[src/rtl/kgp_pkg.sv]
// Shared definitions for the branch/PC stage: branch opcodes, ALU sign codes,
// FSM state encoding and the default reset PC.
package kgp_pkg;

  localparam int          PC_W_DEF     = 32;
  localparam logic [31:0] RESET_PC_DEF = 32'h0000_0000;

  typedef enum logic [2:0] {
    OP_SEQ  = 3'b000,
    OP_BR   = 3'b001,
    OP_BLTZ = 3'b010,
    OP_BZ   = 3'b011,
    OP_BNZ  = 3'b100,
    OP_BL   = 3'b101,
    OP_BCY  = 3'b110,
    OP_BNCY = 3'b111
  } br_op_e;

  typedef enum logic [1:0] {
    SIGN_ZERO = 2'b00,
    SIGN_POS  = 2'b01,
    SIGN_NEG  = 2'b10,
    SIGN_ILL  = 2'b11
  } alu_sign_e;

  typedef enum logic [1:0] {
    RESET_IDLE = 2'b00,
    RUN        = 2'b01,
    HOLD       = 2'b10,
    FLUSH      = 2'b11
  } state_e;

  // Flag-dependent branches only; br, bl and seq do not count as conditional.
  function automatic logic is_cond_op(input logic [2:0] op);
    return (op == OP_BLTZ) || (op == OP_BZ) || (op == OP_BNZ) ||
           (op == OP_BCY)  || (op == OP_BNCY);
  endfunction

endpackage

[src/rtl/branch_cond.sv]
// Combinational branch condition evaluator from ALU sign and carry flag.
module branch_cond
  import kgp_pkg::*;
(
  input  logic [2:0] br_op,
  input  logic [1:0] alu_sign,
  input  logic       carry,
  output logic       cond_taken
);

  always_comb begin
    cond_taken = 1'b0;
    case (br_op)
      OP_BR, OP_BL: cond_taken = 1'b1;
      OP_BLTZ:      cond_taken = (alu_sign == SIGN_NEG);
      OP_BZ:        cond_taken = (alu_sign == SIGN_ZERO);
      OP_BNZ:       cond_taken = (alu_sign != SIGN_ZERO);
      OP_BCY:       cond_taken = carry;
      OP_BNCY:      cond_taken = ~carry;
      default:      cond_taken = 1'b0;
    endcase
  end

endmodule

[src/rtl/branch_pc_unit.sv]
// PC sequencer and branch resolution with carry flag, link write and flush.
// Optional taken/not-taken statistics counters enabled by BRANCH_STATS_EN.
module branch_pc_unit
  import kgp_pkg::*;
#(
  parameter int              PC_W     = PC_W_DEF,
  parameter logic [PC_W-1:0] RESET_PC = PC_W'(RESET_PC_DEF)
) (
  input  logic            clk,
  input  logic            rst_n,
  input  logic [31:0]     alu_result,
  input  logic [1:0]      alu_sign,
  input  logic            alu_cout,
  input  logic            flag_we,
  input  logic            br_valid,
  output logic            br_ready,
  input  logic [2:0]      br_op,
  input  logic [PC_W-1:0] br_target,
  output logic            if_valid,
  input  logic            if_ready,
  output logic [PC_W-1:0] pc,
  output logic            taken,
  output logic            flush,
  output logic            link_we,
  output logic [PC_W-1:0] link_data,
  output logic            carry
`ifdef BRANCH_STATS_EN
  ,
  output logic [15:0]     stat_taken,
  output logic [15:0]     stat_not_taken
`endif
);

  state_e          state, state_nx;
  logic [PC_W-1:0] pc_nx;
  logic [PC_W-1:0] pc_inc;
  logic [PC_W-1:0] target_aligned;
  logic            cond_taken;
  logic            accept;
  logic            br_take;
  logic            is_bl;
  logic            unused_alu_result;

  assign unused_alu_result = ^alu_result;

  assign pc_inc         = pc + PC_W'(4);
  assign target_aligned = {br_target[PC_W-1:2], 2'b00};
  assign accept         = br_valid & br_ready;
  assign br_take        = accept & cond_taken;
  assign is_bl          = accept & (br_op == OP_BL);

  // Registered carry feeds the evaluator, so a same-cycle flag_we sees the old value.
  branch_cond u_branch_cond (
    .br_op      (br_op),
    .alu_sign   (alu_sign),
    .carry      (carry),
    .cond_taken (cond_taken)
  );

  always_comb begin
    state_nx = state;
    pc_nx    = pc;
    br_ready = 1'b0;
    if_valid = 1'b1;
    case (state)
      RESET_IDLE: begin
        if_valid = 1'b0;
        state_nx = RUN;
      end
      RUN: begin
        br_ready = 1'b1;
        if (br_take) begin
          pc_nx    = target_aligned;
          state_nx = FLUSH;
        end else if (if_ready) begin
          pc_nx = pc_inc;
        end else begin
          state_nx = HOLD;
        end
      end
      HOLD, FLUSH: begin
        if (if_ready) begin
          pc_nx    = pc_inc;
          state_nx = RUN;
        end else begin
          state_nx = HOLD;
        end
      end
      default: state_nx = RESET_IDLE;
    endcase
  end

  always_ff @(posedge clk or negedge rst_n) begin
    if (!rst_n) begin
      state     <= RESET_IDLE;
      pc        <= RESET_PC;
      carry     <= 1'b0;
      taken     <= 1'b0;
      flush     <= 1'b0;
      link_we   <= 1'b0;
      link_data <= '0;
    end else begin
      state   <= state_nx;
      pc      <= pc_nx;
      taken   <= br_take;
      flush   <= br_take;
      link_we <= is_bl;
      if (flag_we) carry <= alu_cout;
      if (is_bl) link_data <= pc_inc;
    end
  end

`ifdef BRANCH_STATS_EN
  always_ff @(posedge clk or negedge rst_n) begin
    if (!rst_n) begin
      stat_taken     <= '0;
      stat_not_taken <= '0;
    end else if (accept && is_cond_op(br_op)) begin
      if (cond_taken) begin
        if (stat_taken != 16'hFFFF) stat_taken <= stat_taken + 16'd1;
      end else begin
        if (stat_not_taken != 16'hFFFF) stat_not_taken <= stat_not_taken + 16'd1;
      end
    end
  end
`endif

endmodule

[config.mk]
export PLATFORM = sky130hd
export DESIGN_NAME = branch_pc_unit
export DESIGN_NICKNAME = d
export VERILOG_FILES = /design/src/rtl/kgp_pkg.sv /design/src/rtl/branch_cond.sv /design/src/rtl/branch_pc_unit.sv
export SDC_FILE = /design/constraint.sdc
export NUM_CORES = 1
export LEC_CHECK = 0
export CAP_MARGIN = 25
export CELL_PAD_IN_SITES_DETAIL_PLACEMENT = 2
export CELL_PAD_IN_SITES_GLOBAL_PLACEMENT = 2
export CORE_MARGIN = 4
export CORE_UTILIZATION = 25
export DETAILED_ROUTE_END_ITERATION = 12
export GPL_ROUTABILITY_DRIVEN = 0
export PLACE_DENSITY = 0.84
export SETUP_SLACK_MARGIN = 0.1
export SYNTH_ARGS = -nofsm -noshare
export SYNTH_HDL_FRONTEND = slang
export SYNTH_SLANG_ARGS = --single-unit
[constraint.sdc]
create_clock -name clk -period 2.7 [get_ports clk]
set_clock_uncertainty 0.05 [all_clocks]
set_input_delay 0.675 -clock clk [delete_from_list [all_inputs] [get_ports clk]]
set_output_delay 0.675 -clock clk [all_outputs]
set_load 0.03 [all_outputs]
* Word level (Yosys, flattened, before mapping)
Index checks and enable logic that the tools add are counted.
** Word-level totals
- Bits in writable memories :: 0
- Latch bits :: 0
- Memories :: 0
- Register bits after elaboration :: 69
- ROM bits :: 0
- Output and inout port bits :: 70
** Cells by class
- Add/sub/neg operators :: 1
- Div/mod/pow operators :: 0
- $mul :: 0
- Reductions and logical operators :: 6
- Shift operators :: 0
- Bitwise gates (word level) :: 4
- Equality and inequality tests :: 12
- Muxes and demuxes :: 10
- Order comparisons :: 0
** Operators by type and width (number)
- 32-bit two-way mux :: 2
- 32-bit one-hot mux with 2 select lines :: 1
- 32-bit by 3-bit adder with 32-bit output, second input constant :: 1
- 3-bit equality test, second input constant :: 4
- 2-bit equality test, second input constant :: 3
- 3-bit by 2-bit equality test with 1-bit output, second input constant :: 2
- 2-bit two-way mux :: 3
- 1-bit one-hot mux with 6 select lines :: 1
- 2-bit one-hot mux with 3 select lines :: 1
- 2-bit logical NOT :: 2
- 2-bit nonzero test :: 2
- 2-bit OR reduction :: 2
- 1-bit bitwise AND :: 3
- 3-bit by 1-bit equality test with 1-bit output, second input constant :: 1
- 3-bit != test, second input constant :: 1
- 2-bit by 1-bit equality test with 1-bit output, second input constant :: 1
- 1-bit two-way mux :: 2
- 1-bit inverter :: 1

* Logic depth before layout (Yosys ltp)
Gate-level depths: netlist (run 1).
- Depth after elaboration :: 6
- Mapped depth :: 9
- Depth with buffers taken out :: 6

* Cells and area by module
A second synthesis (run 1) with hierarchy kept.
** Unflattened totals
- Cell total of the unflattened synthesis :: 425
- Area total of the unflattened synthesis :: 3852.4 um^2
** Modules (own cells, without submodules)
- branch_pc_unit :: seq. area each 1626.6 um^2, area an instance 3793.6 um^2, cells each 415, times used 1
- branch_cond :: seq. area each 0.0 um^2, area an instance 58.8 um^2, cells each 10, times used 1

* Least setup slack after synthesis (run 1)
Ideal clock, no wire load.
- Path type :: input-to-reg
- Start point :: input port br_op[2]
- End point :: register pc[7]
- Arrival time :: 2.023 ns
- Stages :: 8
- Required time :: 2.524 ns
- Slack :: 0.500 ns
- Cells stage by stage :: or3b_1 -> a21o_1 -> a31o_1 -> buf_6 -> inv_6 -> buf_12 -> nor4_1 -> a311o_1
** On the way
- Longest elaborated chain between the ends :: 6
- Elaborated cells on any way between the ends :: 12
** RTL lines
- from (decl) :: line branch_pc_unit.sv:17 : input logic [2:0] br_op,
- 3-bit equality test / 3-bit by 1-bit equality test with 1-bit output (equally long branches) :: line branch_cond.sv:13 : case (br_op)
- 2-bit OR reduction :: line branch_cond.sv:13
- 1-bit one-hot mux with 6 select lines * :: line branch_cond.sv:13
- 1-bit bitwise AND * :: line branch_pc_unit.sv:49 : assign br_take = accept & cond_taken;
- 32-bit two-way mux * :: line branch_pc_unit.sv:72 : if (br_take) begin
- 32-bit one-hot mux with 2 select lines * :: line branch_pc_unit.sv:65 : case (state)
- to (signal assigned) :: line branch_pc_unit.sv:104 : pc <= pc_nx;
- to (decl) :: line branch_pc_unit.sv:21 : output logic [PC_W-1:0] pc,
Mark *: on every way between the ends. The rest lies on a longest branch, timed or not.
A chain may end at the register's enable or synchronous reset.

* Final worst setup path (run 1)
- Start point :: input port br_op[2]
- End point :: register pc[31]
The elaborated chain is that of the path after synthesis.

==> results.md, run 1 <==
- R2R Path End: pc[28]
- Yosys Warn Count: 0
- First-pass GRT wire length: 21.9 mm
- Sink Count: 65
- Clk Latency, worst-skew pair: 340 ps
- Nets: 576
- Async S/R FF share, synth: 100%
- Synth Area in Simple Gates: 21.9%
- Synth Area in Compound Gates: 14.4%
- Mapped Cells: 390
- Final hold violation count: 0
- Max Root-Sink Buffers: 2
- Yosys cell types: 56
- Max-slew violation count: 0
- Root Buffer: clkbuf_16
- Post-Synthesis Cell Area: 3640 sq um
- FF-to-FF setup slack: 380 ps
- Most common cell in the netlist: dfrtp_1
- Crit path to: pc[31]
- Worst slew pin tran: 575 ps
- Critical Path Sink Type: flop
- DR top layer: met4
- Clock share of power: 21.3%
- Antenna Nets Post-Route: 0
- Worst-path fanout max: 7
- Final setup viols: 0
- Worst path required time: 2880 ps
- Flop pwr share: 33.3%
- Multi-input gate area: 1770 sq um
- Num CTS Buffers: 9
- Initial antenna violation count: 0
- CP delay by family, top: buffers and inverters
- Reg2Reg Depth: 7
- Largest net degree at the start of global routing: 66
- Worst Setup SP: br_op[2]
- Combinational Power Share: 45.4%
- Final worst path period share: 93.3%
- Kind of critical path: in -> reg
- Cts-stage hold buffer count: 0
- CTS tree: yes
- Core area: 14,100 sq um
- Post-synth EDFFs: 0
- Initial Util: 25.8%
- Number of global-route vias before repair: 3,966
- CTS resizes: 0
- Post-Route M1 WL: 6.01 mm
- Run status: finished, final reports clean
- Main flop type after synthesis: dfrtp_1
- Largest family of logic cells by synthesized area: simple AND/OR/NAND/NOR gates
- Metal3 WL: 580 microns
- Fill cells: 1,579
- Post-CTS Setup Inserts: 0
- Fmax: 397 MHz
- RR Startpoint: pc[2]
- Vias: 3,430
- Post-synth top cells: dfrtp_1 (65), nor2_1 (46), a21oi_1 (38)
- Maxcap violations: 0
- Drt first-iter violations: 159
- Reg area: 1630 sq um
- Sw Ratio: 43.4%
- Post-synthesis mux area share: 1.24%
- Post-Synth Adder-Cell Area: 0.344%
- Startpoint Class: input port
- Number of vias per cell: 5.01
- Critical path's largest stage delay: 540 ps
- 1st-pass router iterations: 4
- Slowest-stage cell, CP: clkdlybuf4s50_1
- Post-synthesis xor/xnor area fraction: 9.63%
- Die Width: 129 microns
- Clock transition at path regs: 50 ps
- Syn_area_per_cell: 9.33 sq um
- Pwr/cell area: 1060 nW/um^2
- H-Tree Depth: 3
- HP Class: in -> async
- Grt ovf: 0
- Routed wire length: 13.6 mm
- Die ar.: 16,600 sq um
- P_leak: 0.00205 uW
- Final worst path period need: 2520 ps
- Area Overhead vs Synth: 43.1%
- Worst path arrival time: 2700 ps
- IO Port Bufs: 106
- Register area share after synthesis: 44.7%
- Switching power: 2400 uW
- Synth top area share: 44.7%
- Tot GR Track Use: 16.8%
- Detailed placer's ending HPWL: 9.84 mm
- Post-synthesis register bit count: 65
- Int Pwr: 3130 uW
- Area contributors post-synth: dfrtp_1 (45%), xor2_1 (5.8%), a21oi_1 (5.2%)
- Peak VDD IR: 0.000342 V
- Layout cell share with drive strength beyond 1: 11.1%
- RSZ-0062 raised after global routing: true
- Number of remaining DRC errors: 0
- Slew headroom: 61.3%
- Row count: 43
- Number of diodes: 0
- Post-route setup slack: 182 ps
- Min Hold Slack: 285 ps
- I/O Pins: 145
- Most Frequent Cell on Critical Path: buf_4
- Wire per inst: 19.9 microns
- Pre-CTS WS: -163 ps
- Cells along the critical path: clkdlybuf4s50_1 > buf_4 > nor2b_1 > o21ai_0 > a31o_4 > inv_6 > o21ai_1 > buf_4 > a221oi_1
- Buf/Inv on CP: 4
- Area leader, netlist: dfrtp_1
- Die Ht: 129 microns
- CP Depth: 9
- WL met2: 6.70 mm
## how the worst min path moves through the flow
stage	endpoint	slack [ps]	cells past startpoint
2_1_floorplan	carry	330	0
3_3_place_gp	link_data[11]	440	1
3_5_place_dp	link_data[3]	470	1
4_1_cts	carry	320	2
5_1_grt	carry	330	2
6_report	carry	280	2
## cell usage in the layout, fill, tap and decap left out, types with 15 or more instances in the layout
cell type	count
nand4_1	17
nand3_1	21
xor2_1	24
clkdlybuf4s50_1	105
xnor2_1	16
nand2_1	31
buf_4	18
a21oi_1	38
nor2_1	46
o21ai_0	15
dfrtp_1	65
## power by group through the flow
| stage | Combinational (uW) | Clock, uW | Sequential, uW |
|---|---|---|---|
| floorplan | 850 | 0 | 2370 |
| global placement | 2450 | 0 | 1790 |
| detailed placement | 2510 | 0 | 1850 |
| CTS | 2550 | 1200 | 1840 |
| global route | 2690 | 1240 | 1910 |
| finish | 2510 | 1180 | 1840 |
## worst register-to-register path, delay by kind of cell (launching register included)
family | cells | cell delay [ps]
and+or+nand+nor | 3 | 730
adders and majority gates | 1 | 360
DFF | 1 | 450
buffers and inverters | 1 | 240
AOI/OAI and AO/OA | 2 | 390
## flip-flops by register name (all words and copies together), names as in the netlist
register,count
pc,30
carry,1
flush,1
link_data,30
state,2
link_we,1
## metrics by stage
stage | util [%] | cell area (sq um) | power, uW | std cells | setup TNS (ps)
after floorplan | - | 3650 | 3220 | 393 | 0
after global placement | 34.8 | 4900 | 4240 | 669 | -134
after detailed placement | 34.8 | 4900 | 4360 | 669 | -1390
after CTS | 36.8 | 5190 | 5590 | 685 | 0
after global routing | 37.0 | 5210 | 5840 | 685 | 0
final | 37.0 | 5210 | 5530 | 685 | 0
## kinds of logic (layout without fill, tap and decap cells)
group / after synthesis / after routing
AND/OR/NAND/NOR: 151 / 151
other: 1 / 4
XOR/XNOR: 40 / 40
multiplexers: 4 / 4
buffers and inverters: 43 / 155
adder cells (fa/ha/maj): 1 / 1
flip-flops: 65 / 65
AO/OA/AOI/OAI: 85 / 85
## layout make-up
cell class / count / share of cell area (%)
clock buffer: 13 / 4.80
clock inverter: 3 / 0.768
inverter: 12 / 0.961
multi-input combinational: 285 / 33.9
sequential: 65 / 31.2
tap: 180 / 4.32
timing repair buffer: 127 / 24.0
## routing by layer
layer | vias to the layer above | GRT usage [%]
met5 | - | 0
met4 | 0 | 6.73
met3 | 22 | 3.40
met2 | 81 | 27.7
met1 | 1742 | 21.6
li1 | 1585 | -
(Power assumes the default switching activity.)
==> inputs of run 2 (changes only) <==
--- a/config.mk
+++ b/config.mk
@@ -8,7 +8,7 @@
 export CAP_MARGIN = 25
 export CELL_PAD_IN_SITES_DETAIL_PLACEMENT = 2
 export CELL_PAD_IN_SITES_GLOBAL_PLACEMENT = 2
-export CORE_MARGIN = 4
+export CORE_MARGIN = 5
 export CORE_UTILIZATION = 25
 export DETAILED_ROUTE_END_ITERATION = 12
 export GPL_ROUTABILITY_DRIVEN = 0
==> run 2 against run 1 <==
Effect of this change: critical path depth fell by 1; fmax grew 1.8%; core utilization decreased by 0.78 points; sequential share of layout area decreased by 0.052 points; sequential power about the same; via count down 0.73%; critical endpoint is now pc[7].
==> results.md, run 2 (synthesis results as in run 1) <==
- Nets: 575
- I/O Pins: 145
- Wire per inst: 19.9 microns
- Sink Count: 65
- Initial antenna violation count: 0
- Drt first-iter violations: 88
- Power Total: 5520 uW
- Slew headroom: 58.5%
- Number of global-route vias before repair: 3,892
- Worst slew pin tran: 617 ps
- Die Ht: 131 microns
- Fill cells: 1,599
- Core Util, Final: 36.2%
- H-Tree Depth: 3
- Detailed placer's ending HPWL: 9.88 mm
- Fmax: 404 MHz
- Layout cell share with drive strength beyond 1: 10.7%
- IO Port Bufs: 106
- Setup tns final: 0 ps
- Placed cell area: 4920 sq um
- Startpoint Class: input port
- Final worst path period share: 91.7%
- Worst path required time: 2860 ps
- Final instance area: 5220 sq um
- Root Buffer: clkbuf_16
- Die Width: 131 microns
- Die ar.: 17,100 sq um
- Area Overhead vs Synth: 43.4%
- Pwr/cell area: 1060 nW/um^2
- Antenna Nets Post-Route: 0
- Final worst path period need: 2470 ps
- Vias: 3,405
- Run status: finished, final reports clean
- Final setup viols: 0
- Critical Path Sink Type: flop
- Largest net degree at the start of global routing: 44
- Kind of critical path: in -> reg
- Number of diodes: 0
- Max-slew violation count: 0
- Largest regs: link_data: 30 flops, pc: 30 flops, state: 2 flops
- 1st-pass router iterations: 4
- Row count: 44
- Most frequent cells in the layout: clkdlybuf4s50_1 (105), dfrtp_1 (65), nor2_1 (46), a21oi_1 (38), nand2_1 (31)
- RSZ-0062 raised after global routing: false
- P_leak: 0.00205 uW
- Tot GR Track Use: 16.4%
- Post-CTS Setup Inserts: 0
- Commonest non-fill, non-tap cell in the layout: clkdlybuf4s50_1
- Worst path arrival time: 2630 ps
- Grt ovf: 0
- Clock transition at path regs: 50 ps
- Maxcap violations: 0
- Number of vias per cell: 4.95
- Core area: 14,400 sq um
- Final hold violation count: 0
- Initial Util: 25.2%
- Peak VDD IR: 0.000316 V
- Worst-path fanout max: 34
- CTS tree: yes
- HP Class: in -> async
- Max Root-Sink Buffers: 2
- Clk Latency, worst-skew pair: 330 ps
- Min Hold Slack: 306 ps
- Routed wire length: 13.7 mm
- First-pass GRT wire length: 21.8 mm
- Num CTS Buffers: 9
- Number of remaining DRC errors: 0
run 2: routing by layer:
| metal | vias up | routed length (microns) | track usage (%) |
|---|---|---|---|
| li1 | 1581 | - | - |
| met1 | 1731 | 6060 | 20.6 |
| met2 | 74 | 6880 | 28.5 |
| met3 | 19 | 523 | 3.21 |
| met4 | 0 | 213 | 4.96 |
| met5 | - | 0 | 0 |
run 2: worst paths after layout:
kind	startpoint	to	slack (ps)	depth (start not counted)
worst max-delay path	br_op[2]	pc[7]	230	8
worst min-delay path	rst_n	link_data[16]	310	1
worst max register to register	pc[5]	pc[15]	410	5
worst min register to register	link_data[3]	link_data[3]	470	1
max in group asynchronous	rst_n	pc[11]	1610	2
min in group clk	link_data[3]	link_data[3]	470	1
run 2: final cells by class:
cell class / instances / area (sq um) / share of cell area, %
clock buffers: 13 / 250 / 4.80
clock inverters: 3 / 40.0 / 0.767
inverters: 12 / 50.0 / 0.959
multi-input cells: 285 / 1750 / 33.6
flip-flops and latches: 65 / 1630 / 31.2
well taps: 184 / 230 / 4.41
repair buffers: 126 / 1270 / 24.3
run 2: power breakdown:
part	total [uW]	internal (uW)	switching, uW
clock network	1160	738	426
logic	2520	1070	1450
registers	1830	1330	499
total	5520	3140	2380
run 2: worst max-delay path, cell delays in order:
cell	delay [ps]
clkdlybuf4s50_1	420
buf_4	170
nor2b_1	130
o31ai_1	290
a31o_2	300
buf_12	220
o21ai_0	130
a311o_1	300
run 2: through the flow:
| step | instances | worst slack (ps) |
|---|---|---|
| floorplan | 393 | 500 |
| global placement | 672 | -6.75 |
| detailed placement | 672 | -178 |
| CTS | 688 | 169 |
| global route | 688 | 132 |
| finish | 688 | 225 |
run 2: repair_timing:
action | in CTS | in global routing
hold buffers | 0 | 0
endpoints found under the setup margin | 0 | 4
gates resized for setup | 0 | 2
==> inputs of run 3 (changes only) <==
--- a/config.mk
+++ b/config.mk
@@ -8,7 +8,7 @@
 export CAP_MARGIN = 25
 export CELL_PAD_IN_SITES_DETAIL_PLACEMENT = 2
 export CELL_PAD_IN_SITES_GLOBAL_PLACEMENT = 2
-export CORE_MARGIN = 5
+export CORE_MARGIN = 2
 export CORE_UTILIZATION = 25
 export DETAILED_ROUTE_END_ITERATION = 12
 export GPL_ROUTABILITY_DRIVEN = 0
==> run 3 against run 2 <==
Effect of this change: die area decreased by 9.0%; critical endpoint unchanged; sequential power about the same; fmax increased by 0.53%; setup slack improved by 13 ps; sequential cell count unchanged; design area increased by 0.31%; first-iteration DRC count increased by 34%; highest routed layer unchanged; wire length decreased by 3.1%; combinational power about the same.
==> results.md, run 3 (synthesis results as in run 1) <==
- Worst path arrival time: 2620 ps
- Final hold violation count: 0
- Final instance area: 5240 sq um
- Final worst path period share: 91.2%
- Row count: 44
- Kind of critical path: in -> reg
- Worst path required time: 2860 ps
- Drt first-iter violations: 118
- Run status: finished, final reports clean
- Fill cells: 1,563
- Tot GR Track Use: 17.2%
- Initial antenna violation count: 0
- Largest net degree at the start of global routing: 44
- Post-CTS Setup Inserts: 0
- Fmax: 406 MHz
- R2R Path End: pc[28]
- FF-to-FF setup slack: 360 ps
- Max Root-Sink Buffers: 2
- Antenna Nets Post-Route: 0
- Clock transition at path regs: 60 ps
- Worst Setup SP: br_op[2]
- Int Pwr: 3140 uW
- P_leak: 0.00207 uW
- Num CTS Buffers: 9
- Number of vias per cell: 4.94
- Sw Ratio: 42.8%
- Crit path to: pc[7]
- Commonest non-fill, non-tap cell in the layout: clkdlybuf4s50_1
- H-Tree Depth: 3
- Pre-CTS WS: -80.6 ps
- Flop pwr share: 33.3%
- 1st-pass router iterations: 4
- Combinational Power Share: 45.5%
- Die ar.: 15,500 sq um
- Final worst path period need: 2460 ps
- Worst slew pin tran: 765 ps
- Pwr/cell area: 1050 nW/um^2
- Clock share of power: 21.2%
- Number of global-route vias before repair: 3,783
- Nets: 578
- Core area: 14,400 sq um
- Final setup viols: 0
- Worst-path fanout max: 34
- Maxcap violations: 0
- Peak VDD IR: 0.000404 V
- Slowest-stage cell, CP: clkdlybuf4s50_1
- Reg2Reg Depth: 7
- Critical Path Sink Type: flop
- HP Class: in -> async
- Grt ovf: 0
- Die Ht: 125 microns
- Placed cell area: 4940 sq um
- Detailed placer's ending HPWL: 9.58 mm
- I/O Pins: 145
- Most frequent cells in the layout: clkdlybuf4s50_1 (105), dfrtp_1 (65), nor2_1 (46), a21oi_1 (38), nand2_1 (31)
- First-pass GRT wire length: 21.2 mm
- Layout cell share with drive strength beyond 1: 10.8%
- Min Hold Slack: 366 ps
- RR Startpoint: pc[3]
- Root Buffer: clkbuf_16
- Routed wire length: 13.2 mm
- Cells along the critical path: clkdlybuf4s50_1 > buf_4 > nor2b_1 > o31ai_1 > a31o_1 > buf_12 > o21ai_0 > a311o_1
- Vias: 3,413
- Number of remaining DRC errors: 0
- Cts-stage hold buffer count: 0
- Wire per inst: 19.2 microns
- Area Overhead vs Synth: 43.8%
- Die Width: 125 microns
- Switching power: 2350 uW
- CTS resizes: 0
- IO Port Bufs: 106
- Largest regs: link_data: 30 flops, pc: 30 flops, state: 2 flops
- CTS tree: yes
- Number of diodes: 0
- Core Util, Final: 36.4%
- RSZ-0062 raised after global routing: false
- Sink Count: 65
- Clk Latency, worst-skew pair: 330 ps
- Critical path's largest stage delay: 420 ps
- Initial Util: 25.3%
- Post-route setup slack: 238 ps
- Max-slew violation count: 0
- Slew headroom: 49.0%
- Startpoint Class: input port
run 3: final cells by class:
cell class / count / area (sq um) / area share (%)
clock buffers: 13 / 250 / 4.78
clock inverters: 3 / 40.0 / 0.765
inverters: 12 / 50.0 / 0.956
multi-input cells: 285 / 1750 / 33.4
flip-flops and latches: 65 / 1630 / 31.1
well taps: 184 / 230 / 4.40
repair buffers: 129 / 1290 / 24.7
run 3: how the worst min path moves through the flow:
stage,startpoint,end,cells past startpoint
6_report,rst_n,link_data[25],1
5_1_grt,rst_n,link_data[25],1
4_1_cts,rst_n,pc[24],1
3_5_place_dp,link_data[3],link_data[3],1
3_3_place_gp,link_data[2],link_data[2],1
2_1_floorplan,rst_n,carry,0
run 3: per-stage QoR:
step / total power [uW] / TNS, ps / std cells
after floorplan: 3220 / 0 / 393
after global routing: 5800 / 0 / 691
after detailed placement: 4330 / -185 / 675
after CTS: 5550 / 0 / 691
after global placement: 4230 / 0 / 675
final: 5490 / 0 / 691
run 3: power by group through the flow:
| stage | combinational [uW] | sequential [uW] | clock [uW] |
|---|---|---|---|
| floorplan | 850 | 2370 | 0 |
| global placement | 2430 | 1800 | 0 |
| detailed placement | 2490 | 1840 | 0 |
| CTS | 2520 | 1830 | 1190 |
| global route | 2660 | 1900 | 1240 |
| finish | 2500 | 1830 | 1160 |
run 3: critical path, delay by kind of cell:
kind / cells / cell delay [ps]
compound gates: 4 / 970
buf+inv: 3 / 820
simple gates: 1 / 140
run 3: layer usage:
metal	share of wire (%)	GRT usage, %	vias to the layer above
met4	1.5	4.89	0
met2	50	29.6	77
met3	4.0	3.26	12
met1	44	22.1	1737
met5	0	0	-
li1	-	-	1587
